File: src/rtl/flux_out_demux_fifo.sv
// Tag-stripping demultiplexer: routes {tag, payload} tokens into per-flux FWFT FIFOs
// and returns a conservative registered full flag to the producing actor.
module flux_out_demux_fifo #(
  parameter int FLUX       = 2,
  parameter int DATA_WIDTH = 8,
  parameter int TAG_WIDTH  = (FLUX > 1) ? $clog2(FLUX) : 1,
  parameter int WIDTH      = DATA_WIDTH + TAG_WIDTH,
  parameter int DEPTH      = 4
) (
  input  logic                                 clk,
  input  logic                                 rst,
  input  logic                                 in_port_write,
  input  logic [WIDTH-1:0]                     in_port_datain,
  output logic                                 in_port_full,
  input  logic [FLUX-1:0]                      out_port_read,
  output logic [FLUX*DATA_WIDTH-1:0]           out_port_dataout,
  output logic [FLUX-1:0]                      out_port_empty,
  output logic [FLUX*($clog2(DEPTH)+1)-1:0]    out_port_count,
  output logic                                 err_overflow,
  output logic                                 err_badtag
);

  localparam int PW = $clog2(DEPTH);
  localparam int CW = PW + 1;
  localparam logic [CW-1:0] DEPTH_C   = CW'(DEPTH);
  localparam logic [CW-1:0] ALMOST_C  = CW'(DEPTH - 1);

  logic [TAG_WIDTH-1:0]  tag;
  logic [DATA_WIDTH-1:0] payload;
  logic                  bad_tag;
  logic [FLUX-1:0]       drop_vec;
  logic [FLUX-1:0]       full_nxt_vec;

  assign tag     = in_port_datain[WIDTH-1:DATA_WIDTH];
  assign payload = in_port_datain[DATA_WIDTH-1:0];

  // Out-of-range tags can only exist when FLUX does not fill the tag space.
  if (FLUX < (2 ** TAG_WIDTH)) begin : g_badtag
    assign bad_tag = in_port_write && (tag >= TAG_WIDTH'(FLUX));
  end else begin : g_nobadtag
    assign bad_tag = 1'b0;
  end

  for (genvar f = 0; f < FLUX; f++) begin : g_flux
    logic [DATA_WIDTH-1:0] mem [DEPTH];
    logic [PW-1:0]         wr_ptr;
    logic [PW-1:0]         rd_ptr;
    logic [PW-1:0]         rd_nxt;
    logic [CW-1:0]         count;
    logic [CW-1:0]         count_nxt;
    logic [DATA_WIDTH-1:0] head_q;
    logic [DATA_WIDTH-1:0] head_nxt;
    logic                  sel;
    logic                  push;
    logic                  pop;

    // The head register is preloaded with whatever will sit at rd_ptr after the
    // edge, so a freshly written word into an empty FIFO becomes the head directly.
    always_comb begin
      sel       = in_port_write && (tag == TAG_WIDTH'(f));
      push      = sel && (count < DEPTH_C);
      pop       = out_port_read[f] && (count != '0);
      count_nxt = count;
      if (push && !pop)
        count_nxt = count + 1'b1;
      else if (pop && !push)
        count_nxt = count - 1'b1;
      rd_nxt   = pop ? rd_ptr + 1'b1 : rd_ptr;
      head_nxt = head_q;
      if (count_nxt != '0)
        head_nxt = (push && (rd_nxt == wr_ptr)) ? payload : mem[rd_nxt];
    end

    always_ff @(posedge clk) begin
      if (push)
        mem[wr_ptr] <= payload;
    end

    always_ff @(posedge clk or negedge rst) begin
      if (!rst) begin
        wr_ptr <= '0;
        rd_ptr <= '0;
        count  <= '0;
        head_q <= '0;
      end else begin
        if (push)
          wr_ptr <= wr_ptr + 1'b1;
        rd_ptr <= rd_nxt;
        count  <= count_nxt;
        head_q <= head_nxt;
      end
    end

    assign drop_vec[f]     = sel && !push;
    assign full_nxt_vec[f] = (count_nxt >= ALMOST_C);
    assign out_port_dataout[f*DATA_WIDTH +: DATA_WIDTH] = head_q;
    assign out_port_count[f*CW +: CW]                   = count;
    assign out_port_empty[f]                            = (count == '0);
  end

  // Full asserts one slot early because the actor reacts a cycle late.
  always_ff @(posedge clk or negedge rst) begin
    if (!rst) begin
      in_port_full <= 1'b0;
      err_overflow <= 1'b0;
      err_badtag   <= 1'b0;
    end else begin
      in_port_full <= |full_nxt_vec;
      if (|drop_vec)
        err_overflow <= 1'b1;
      if (bad_tag)
        err_badtag <= 1'b1;
    end
  end

endmodule

File: config.mk
export PLATFORM = sky130hd
export DESIGN_NAME = flux_out_demux_fifo
export DESIGN_NICKNAME = d
export VERILOG_FILES = /design/src/rtl/flux_out_demux_fifo.sv
export SDC_FILE = /design/constraint.sdc
export NUM_CORES = 1
export LEC_CHECK = 0
export CORE_MARGIN = 5
export CORE_UTILIZATION = 45
export CTS_CLUSTER_SIZE = 14
export DETAILED_ROUTE_END_ITERATION = 12
export PLACE_DENSITY = 0.77
export SYNTH_ARGS = -nofsm -noshare
export SYNTH_HDL_FRONTEND = slang
export SYNTH_SLANG_ARGS = --single-unit
File: constraint.sdc
create_clock -name clk -period 2.2 [get_ports clk]
set_input_delay 0.44 -clock clk [delete_from_list [all_inputs] [get_ports clk]]
set_output_delay 0.44 -clock clk [all_outputs]
set_load 0.05 [all_outputs]
# ---- After elaboration in Yosys (flattened, before gate mapping)
# Memories as Yosys holds them, arrays and structs flattened. A register that Yosys moved wholly into a read port is not among the register bits.
# Index checks and enable logic that the tools add are counted.
dict set report op_classes {
  magnitude_cmp 4
  n_reduce_logical 26
  bitwise 1
  n_mux 10
  add_sub_neg 8
}
# cell n
set op_table {}
lappend op_table {{$logic_and 1x1->1} 12}
lappend op_table {{$mux 3} 4}
lappend op_table {{$reduce_bool 3->1} 4}
lappend op_table {{$add 2x1->2 const B} 4}
lappend op_table {{$add 3x1->3 const B} 2}
lappend op_table {{$ge 3x2->1 const B} 2}
lappend op_table {{$logic_not 1->1} 6}
lappend op_table {{$logic_not 3->1} 2}
lappend op_table {{$lt 3x3->1 const B} 2}
lappend op_table {{$sub 3x1->3 const B} 2}
lappend op_table {{$mux 1} 4}
lappend op_table {{$mux 2} 2}
lappend op_table {{$reduce_or 2->1} 2}
lappend op_table {{$not 1->1} 1}
dict set report word_totals {
  memories 2
  input_bits 14
  regBits 16
  ramBits 64
  word_cells 59
  output_inout_bits 27
}
# memory depth word_bits rd rd_ports_with_merged_regs wr line
set mem_list {}
lappend mem_list {{g_flux[0].mem} 4 8 1 1 1 45} ;# logic [DATA_WIDTH-1:0] mem [DEPTH];
lappend mem_list {{g_flux[1].mem} 4 8 1 1 1 45}

# ---- Longest topological paths before layout
# Gate-level depths: netlist of run 1.
dict set report logic_depth {
  depth_word 9
  mapped_depth 10
  mapped_depth_nobuf 8
}

# ---- Worst setup path after synthesis of run 1
# No wires, ideal clock.
dict set report synth_path {
  kind {register to register}
  from {register g_flux[1].count[0]}
  to {register g_flux[1].head_q[0], read port of g_flux[1].mem}
  arrival_time_ps 2556
  path_buffers 1
  path_slack_ps -486
  path_stages_with_launch 10
  synth_period_minus_slack_ps 2686
  cell_sequence {dfrtp_1 -> inv_1 -> ha_1 -> nor2b_2 -> nor2b_2 -> xnor2_4 -> buf_6 -> mux2i_1 -> o22a_1 -> a31oi_1}
}
dict set report synth_between {
  elab_chain_len 7
}
# element line
set synth_lines {}
lappend synth_lines {{start, declared} 49} ;# logic [CW-1:0] count;
lappend synth_lines {{start signal, assigned} 89} ;# count <= count_nxt;
lappend synth_lines {{$lt 3x3->1} 61} ;# push = sel && (count < DEPTH_C);
lappend synth_lines {{$logic_and 1x1->1} 61}
lappend synth_lines {{$logic_not 1->1} 66} ;# else if (pop && !push)
lappend synth_lines {{$logic_and 1x1->1} 66}
lappend synth_lines {{$mux 3} 66}
lappend synth_lines {{$mux 3} 64} ;# if (push && !pop)
lappend synth_lines {{$reduce_bool 3->1} 70} ;# if (count_nxt != '0)
lappend synth_lines {{end, declared} 51} ;# logic [DATA_WIDTH-1:0] head_q;
# Several ways; a longest one is shown, not always the timed one.
# A chain may end at the register's enable or synchronous reset.

# ---- Worst setup path in the final report of run 1
dict set report layout_path {
  from {register g_flux[0].count[1]}
  to {register g_flux[0].head_q[1], read port of g_flux[0].mem}
}
dict set report layout_between {
  elab_chain_len 7
}
# element line
set layout_lines {}
lappend layout_lines {{start, declared} 49}
lappend layout_lines {{start signal, assigned} 89}
lappend layout_lines {{$lt 3x3->1} 61}
lappend layout_lines {{$logic_and 1x1->1} 61}
lappend layout_lines {{$logic_not 1->1} 66}
lappend layout_lines {{$logic_and 1x1->1} 66}
lappend layout_lines {{$mux 3} 66}
lappend layout_lines {{$mux 3} 64}
lappend layout_lines {{$reduce_bool 3->1} 70}
lappend layout_lines {{end, declared} 51}
# Several ways; a longest one is shown, not always the timed one.

==> results.toml, run 1 <==
[cells_and_area]
layout_common_cells = "64 x edfxtp_1, 43 x nand2_1, 40 x buf_4"
utilization_pct = 57.99
final_common_cell = "edfxtp_1"
area_growth_pct = 27.43
drive_gt1_share_pct = 21.30
finish.instance_area_um2 = 5906
instances_no_fill = 596
insertedDiodeCount = 0
layout.nets = 483

[clock_tree]
clock_latency_ns = 0.36
clkSinkCount = 96
numCtsBuffers = 9
hold_buffers = 0
cts_tree = "done"
cts_root_buf = "clkbuf_8"
path_clk_slew_ns = 0.10
h-tree-depth = 3
clockBufferDepth = 2

[global_routing]
grt_pass1_vias = 3431
grtUsageTotal_pct = 17.02
antenna_found_initial = 0
grt_overflow = 0
grt_pass1_wl_um = 17000
grt_max_degree = 33

[placed_design]
placed_area_um2 = 5614
port_buffers = 39
hpwl_um = 7536
gp_congestion = 0.7944
dp_cells = 577

[floorplanning]
rows = 37
io_pins = 41
coreArea_um2 = 10180
dieArea_um2 = 12430
die_h_um = 111.5
start_util_pct = 45.50
dieWidth_um = 111.5

[pwr]
power.leakage_nw = 2.276
pwr_density_cell_nw_per_um2 = 1542
ir_drop_mv = 0.6823

[critical_path]
critPathMaxStageDelay_ns = 0.44
cp.required_ns = 2.45
cp_max_fo = 8
cp.arrival_ns = 2.43
crit_family = "compound AO/OA/AOI/OAI gates"
cp.buffers_inverters = 2
path_cells = "inv_1, ha_4, nor2b_2, a22o_2, a221o_1, buf_4, o32ai_1, o2bb2ai_1"
cp_slowest_cell = "dfrtp_2"
setup.worst_path.class = "flip-flop to flip-flop"
cp-start-kind = "flip-flop"
end_kind = "flip-flop"

[sta]
setup_viol = 0
fin_crit_ns = 2.182
relSlewSlack_pct = 57.49
worst_pin_slew_ns = 0.6376
drv_slew = 0
fmax_mhz = 458.4
finClkSkew_ns = 0.01171
rsz0062_at_grt = "true"
final.setup.tns_ns = 0
finalHoldViolCount = 0
fin_crit_sh_pct = 99.16

[drt]
drtIter0Drc = 255
drt-wirelength-per-cell_um = 17.78
via_per_inst = 5.638
first_pass_iters = 5
ant_nets = 0
finalWirelength_um = 10600
drc = 0
route.vias.total = 3360

[status]
status = "finished, final reports clean"

[yosys]
ys_seq_area_share_pct = 58.75
ys.warnings.count = 0
synthesis.area_um2 = 4634
synth_cell_type_count = 52
syn-mean-instance-area_um2 = 12.33
ys_ff_latch = 96
dominantRegCellSynth = "edfxtp_1"
syn-instance-count = 376
syn_nets = 404
synth_edf_count = 64
synthArstFlopShare_pct = 33.33

[worst_hold_path]
hold_path.class = "flip-flop to flip-flop"

[run]
cap_violations = 0
## synth_stat cells (all sizes together), types with 2 or more instances
cell type	count	area (um^2)
a211o	2	17.52
a211oi	9	67.56
a21o	2	15.01
a21oi	11	58.81
a311o	8	80.08
a311oi	8	70.07
a31oi	8	50.05
and2	9	56.30
and3	16	100.1
buf	12	78.82
clkbuf	10	37.54
dfrtp	32	800.8
edfxtp	64	1922
ha	14	175.2
inv	11	41.29
mux2i	17	170.2
nand2	44	167.7
nand2b	2	15.02
nand3	11	55.05
nor2	13	48.80
nor2b	6	42.54
nor3	9	56.31
nor4b	2	17.52
o21ai	6	30.03
o21bai	3	22.52
o22a	8	70.07
o2bb2ai	8	70.07
o32ai	8	70.07
xnor2	8	88.84
xor2	3	26.28
## cell type report
| cell class | count | area, um^2 |
|---|---|---|
| clock buffers | 10 | 127.6 |
| clock inverters | 6 | 52.55 |
| fillers | 793 | 4279 |
| inverters | 11 | 43.79 |
| multi-input cells | 247 | 1854 |
| flip-flops and latches | 96 | 2728 |
| well taps | 136 | 170.2 |
| repair buffers | 90 | 929.6 |
## logic make-up after synthesis
group | count (synthesis) | share of synthesized area, %
simple gates | 116 | 12.74
flops | 96 | 58.75
compound gates | 86 | 14.36
buf+inv | 33 | 3.402
mux | 18 | 3.915
fa+ha+maj | 14 | 3.780
xor+xnor | 12 | 2.970
other cells | 1 | 0.08092
## flip-flops by register name, summed over array words and instances (netlist names)
name / count
err_overflow: 1
g_flux.count: 6
in_port_full: 1
g_flux.head_q: 16
g_flux.wr_ptr: 4
g_flux.mem: 64
g_flux.rd_ptr: 4
## through the flow
| stage | power [W] | setup WS (ns) | hold slack (ns) |
|---|---|---|---|
| after floorplan | 0.006003 | -0.08356 | 0.1444 |
| after global placement | 0.007600 | -0.2429 | 0.4470 |
| after detailed placement | 0.007788 | -0.3197 | 0.4536 |
| after CTS | 0.008928 | 0.01484 | 0.4755 |
| after global routing | 0.009636 | -0.04186 | 0.5069 |
| final | 0.009109 | 0.01850 | 0.4713 |
## what timing repair did
| action | in CTS | in global routing |
|---|---|---|
| pin swaps | 1 | 1 |
| setup buffers | 1 | 2 |
| gates resized for setup | 4 | 14 |
| setup endpoints to repair | 13 | 16 |
## layer usage
| layer | track usage, % | part of all wire [%] | vias up |
|---|---|---|---|
| li1 | - | - | 1571 |
| met1 | 20.49 | 40 | 1660 |
| met2 | 30.36 | 53 | 107 |
| met3 | 3.478 | 5.1 | 22 |
| met4 | 5.921 | 1.3 | 0 |
| met5 | 0 | 0 | - |
## where the power goes
| group | leakage (nW) | total [W] | switching (W) | internal (W) |
|---|---|---|---|---|
| sequential | 0.952 | 0.00272 | 0.000351 | 0.00237 |
| combinational | 1.24 | 0.00533 | 0.00296 | 0.00237 |
| clock | 0.0850 | 0.00106 | 0.000635 | 0.000427 |
## final timing paths
path                                               from                              end  slack, ns  cells after the start
max in group asynchronous                           rst     g_flux[1].count[1]$_DFF_PN0_       1.38                      2
hold / removal                 err_overflow$_DFFE_PN0P_         err_overflow$_DFFE_PN0P_       0.47                      1
min in group asynchronous                           rst    g_flux[0].rd_ptr[1]$_DFF_PN0_       0.49                      2
setup / recovery           g_flux[0].count[1]$_DFF_PN0_  g_flux[0].head_q[1]$_DFFE_PN0P_       0.02                      8
setup reg to reg           g_flux[0].count[1]$_DFF_PN0_  g_flux[0].head_q[1]$_DFFE_PN0P_       0.02                      8
hold reg to reg                err_overflow$_DFFE_PN0P_         err_overflow$_DFFE_PN0P_       0.47                      1
(Power assumes the default switching activity.)
==> inputs of run 2 (changes only) <==
RECOVER_POWER = 100   (was default)
clock period = 2.3 ns   (was 2.2 ns; I/O delays follow)
==> run 2 against run 1 <==
Effect of this change:
- sequential cell count did not move
- count of clock-buffer cells in the layout fell by 1
- sequential share of layout area up 1.0 points
- critical endpoint is now out_port_count[5]
==> results.toml, run 2 (synthesis gave the netlist of run 1 again) <==
[cells_and_area]
final_common_cell = "edfxtp_1"
fill_cells = 837
area_growth_pct = 24.54
regMostFlops = "g_flux.mem"
instances_no_fill = 590
largest_reg_flops = 64
finish.instance_area_um2 = 5772
insertedDiodeCount = 0
drive_gt1_share_pct = 18.06
top_regs = "g_flux.mem x64, g_flux.head_q x16, g_flux.count x6"
layout_common_cells = "64 x edfxtp_1, 43 x nand2_1, 34 x buf_4"
layout.nets = 477

[drt]
via_per_inst = 5.653
first_pass_iters = 4
finalWirelength_um = 10680
drtIter0Drc = 217
drc = 0
route.vias.total = 3335
drt-wirelength-per-cell_um = 18.09
ant_nets = 0

[worst_hold_path]
hold_path.class = "flip-flop to flip-flop"

[sta]
worst_pin_slew_ns = 0.8311
finalHoldViolCount = 0
rsz0062_at_grt = "true"
drv_slew = 0
hold_ws_ns = 0.4709
fin_crit_ns = 2.207
fmax_mhz = 453.0
finClkSkew_ns = 0.01341
worst_slack_ns = 0.09261
setup_viol = 0
relSlewSlack_pct = 44.60
fin_crit_sh_pct = 95.97

[clock_tree]
cts_tree = "done"
h-tree-depth = 3
cts_root_buf = "clkbuf_8"
clock_latency_ns = 0.38
clockBufferDepth = 2
numCtsBuffers = 9
clkSinkCount = 96
path_clk_slew_ns = 0.10

[placed_design]
placed_area_um2 = 5525
port_buffers = 39
dp_cells = 572
hpwl_um = 7501
dp_slack_ns = -0.2652
gp_congestion = 0.8505

[run]
cap_violations = 0

[critical_path]
cp_max_fo = 8
cp_slowest_cell = "clkdlybuf4s50_1"
cp-start-kind = "flip-flop"
critPathMaxStageDelay_ns = 0.80
path_cells = "buf_4, clkdlybuf4s50_1"
end_kind = "primary output"
cp.required_ns = 1.84
ff2ff_setup_slack_ns = 0.11
setup.worst_path.class = "flip-flop to primary output"
cp.arrival_ns = 1.75

[floorplanning]
start_util_pct = 45.50
io_pins = 41
dieWidth_um = 111.5
dieArea_um2 = 12430
coreArea_um2 = 10180
die_h_um = 111.5
rows = 37

[pwr]
totalPowerFinal_w = 0.008431
ir_drop_mv = 0.9652
power.leakage_nw = 2.226
pwr_density_cell_nw_per_um2 = 1461

[global_routing]
grt_pass1_vias = 3373
grt_pass1_wl_um = 17150
grtUsageTotal_pct = 17.51
antenna_found_initial = 0
grt_max_degree = 33
grt_overflow = 0

[status]
status = "finished, final reports clean"
[run 2: cell types whose count changed in the layout (fill, tap and decap cells not counted), moves of 2 or more]
cell / delta
dlygate4sd3_1: +10
clkdlybuf4s50_1: -9
buf_4: -6
buf_12: -4
o32ai_1: +3
o32ai_2: -3
dfrtp_1: +2
dfrtp_2: -2
nor2b_1: +2
nor2b_2: -2
[run 2: layout make-up]
| cell class | count | area (um^2) | share of cell area [%] |
|---|---|---|---|
| timing repair buffer | 84 | 833.3 | 14.44 |
| tap | 136 | 170.2 | 2.948 |
| inverter | 11 | 43.79 | 0.7587 |
| clock buffer | 9 | 123.9 | 2.146 |
| sequential | 96 | 2725 | 47.21 |
| multi-input combinational | 247 | 1803 | 31.24 |
| clock inverter | 7 | 72.57 | 1.257 |
[run 2: worst paths after layout]
kind / startpoint / end / cells after the start
setup / recovery: g_flux[1].count[2]$_DFF_PN0_ / out_port_count[5] / 2
hold / removal: err_overflow$_DFFE_PN0P_ / err_overflow$_DFFE_PN0P_ / 1
setup reg to reg: g_flux[0].count[0]$_DFF_PN0_ / g_flux[0].head_q[6]$_DFFE_PN0P_ / 9
hold reg to reg: err_overflow$_DFFE_PN0P_ / err_overflow$_DFFE_PN0P_ / 1
max in group asynchronous: rst / g_flux[1].count[1]$_DFF_PN0_ / 2
min in group asynchronous: rst / g_flux[0].count[1]$_DFF_PN0_ / 2
[run 2: power by group]
part / switching, W / internal [W]
registers: 0.000317 / 0.00226
clock network: 0.000658 / 0.000424
logic: 0.00275 / 0.00202
total: 0.00372 / 0.00471
[run 2: critical path: cells and delay by family (launching register included)]
family                 cells  cell delay, ns
buffers and inverters      2            0.97
DFF                        1            0.40
[run 2: what timing repair did]
item | CTS | global route
hold buffers | 0 | 0
gates resized for setup | 1 | 7
setup endpoints to repair | 6 | 14
buffers inserted | 2 | 0
pin swaps | 1 | 4
endpoints found under the hold margin | 0 | 0
[run 2: through the flow]
step / TNS (ns) / utilization (%)
finish: 0 / 56.67
global route: -0.02141 / 56.67
CTS: 0 / 56.46
detailed placement: -4.102 / 54.25
global placement: -2.589 / 54.25
floorplan: 0 / -
[run 2: layer usage]
layer | wire length [um] | up-vias | track usage [%]
li1 | - | 1567 | -
met1 | 4232 | 1627 | 21.19
met2 | 5591 | 121 | 30.72
met3 | 643 | 20 | 3.913
met4 | 208 | 0 | 6.326
met5 | 0 | - | 0
==> inputs of run 3 (changes only) <==
CORE_UTILIZATION = 35   (was 45)
PLACE_DENSITY = 0.65   (was 0.77)
RECOVER_POWER = default   (was 100)
==> run 3 against run 2 <==
Effect of this change:
- total power up 6.7%
- non-clock buffer count decreased by 4
- worst setup slack worse by 0.032 ns
- die area is 26% higher
- critical path depth is 1 lower
- final area rose by 3.0%
- via count down 2.9%
- first-iteration DRC count decreased by 14%
- routed wire length down 1.5%
- core utilization down 11 points
==> results.toml, run 3 (synthesis gave the netlist of run 1 again) <==
[status]
status = "finished, final reports clean"

[floorplanning]
dieWidth_um = 125.1
coreArea_um2 = 13140
die_h_um = 125.1
dieArea_um2 = 15640
io_pins = 41
start_util_pct = 35.28
rows = 42

[global_routing]
antenna_found_initial = 0
grtUsageTotal_pct = 13.51
grt_pass1_wl_um = 17040
grt_overflow = 0
grt_pass1_vias = 3343
grt_max_degree = 33

[drt]
drt-wirelength-per-cell_um = 16.81
first_pass_iters = 4
finalWirelength_um = 10520
ant_nets = 0
via_per_inst = 5.171
drtIter0Drc = 187
route.vias.total = 3237
drc = 0

[cells_and_area]
insertedDiodeCount = 0
layout_common_cells = "64 x edfxtp_1, 43 x nand2_1, 37 x clkdlybuf4s50_1"
regMostFlops = "g_flux.mem"
top_regs = "g_flux.mem x64, g_flux.head_q x16, g_flux.count x6"
finish.instance_area_um2 = 5947
largest_reg_flops = 64
drive_gt1_share_pct = 17.56
utilization_pct = 45.27
layout.nets = 473
final_common_cell = "edfxtp_1"
area_growth_pct = 28.32

[critical_path]
cp.arrival_ns = 1.78
cp.buffers_inverters = 1
path_cells = "clkdlybuf4s50_1"
r2r-start = "g_flux[0].count[0]$_DFF_PN0_"
ff2ff_setup_slack_ns = 0.06
critPathMaxStageDelay_ns = 0.89
cp_max_fo = 9
cp-startpoint = "g_flux[1].count[2]$_DFF_PN0_"
cp-start-kind = "flip-flop"
cp_slowest_cell = "clkdlybuf4s50_1"
crit_family = "buffers and inverters"
setup.worst_path.class = "flip-flop to primary output"
end_kind = "primary output"
cp.required_ns = 1.84

[sta]
drv_slew = 0
hold_ws_ns = 0.4590
finClkSkew_ns = 0.006651
fin_crit_sh_pct = 97.38
rsz0062_at_grt = "true"
finalHoldViolCount = 0
worst_pin_slew_ns = 0.6441
relSlewSlack_pct = 57.06
worst_slack_ns = 0.06015
setup_viol = 0
fmax_mhz = 446.5
fin_crit_ns = 2.240

[clock_tree]
hold_buffers = 0
cts_tree = "done"
cts_root_buf = "clkbuf_16"
numCtsBuffers = 9
clock_latency_ns = 0.34
clkSinkCount = 96
path_clk_slew_ns = 0.07
clockBufferDepth = 2
h-tree-depth = 3

[placed_design]
hpwl_um = 7383
gp_congestion = 0.7997
port_buffers = 39
placed_area_um2 = 5603
dp_slack_ns = -0.2918

[pwr]
ir_drop_mv = 0.7589
power.leakage_nw = 2.273
pwr_density_cell_nw_per_um2 = 1512
totalPowerFinal_w = 0.008993

[worst_hold_path]
worstHoldStart = "err_overflow$_DFFE_PN0P_"
hold_path.class = "flip-flop to flip-flop"

[run]
cap_violations = 0
==> run 3: layout make-up <==
cell class              instances  area [um^2]
well taps                     176        220.2
flip-flops and latches         96         2726
inverters                      11        43.79
fillers                      1212         7191
clock buffers                  10        229.0
clock inverters                 6        75.07
repair buffers                 80        855.8
multi-input cells             247         1797
==> run 3: where the power goes <==
part | switching [W] | internal (W) | leakage (nW) | total (W)
Clock | 0.000665 | 0.000861 | 0.146 | 0.00153
Sequential | 0.000359 | 0.00227 | 0.953 | 0.00263
Combinational | 0.00272 | 0.00212 | 1.17 | 0.00484
Total | 0.00374 | 0.00525 | 2.27 | 0.00899
==> run 3: path summary, 6_finish.rpt <==
path,endpoint,depth (start not counted)
min in group asynchronous,g_flux[0].wr_ptr[0]$_DFFE_PN0P_,2
max in group asynchronous,g_flux[1].count[1]$_DFF_PN0_,2
setup reg to reg,g_flux[0].head_q[6]$_DFFE_PN0P_,9
hold / removal,err_overflow$_DFFE_PN0P_,1
setup / recovery,out_port_count[5],1
hold reg to reg,err_overflow$_DFFE_PN0P_,1
==> run 3: repair_timing <==
action,in CTS,in global routing
hold endpoints to repair,0,0
resized for setup,0,5
setup buffers,0,1
setup endpoints to repair,0,16
==> run 3: per-layer routing <==
metal	part of all wire, %	vias up	routed length (um)	global-route usage, %
met3	3.5	6	365	2.004
met2	53	70	5588	23.79
met5	0	-	0	0
met1	43	1604	4478	16.59
li1	-	1557	-	-
met4	0.84	0	88	5.612
==> run 3: through the flow <==
step                      cells  setup TNS [ns]
after floorplan             376               0
after global placement      609          -2.752
after detailed placement    609          -3.345
after CTS                   625               0
after global routing        626         -0.1243
final                       626               0
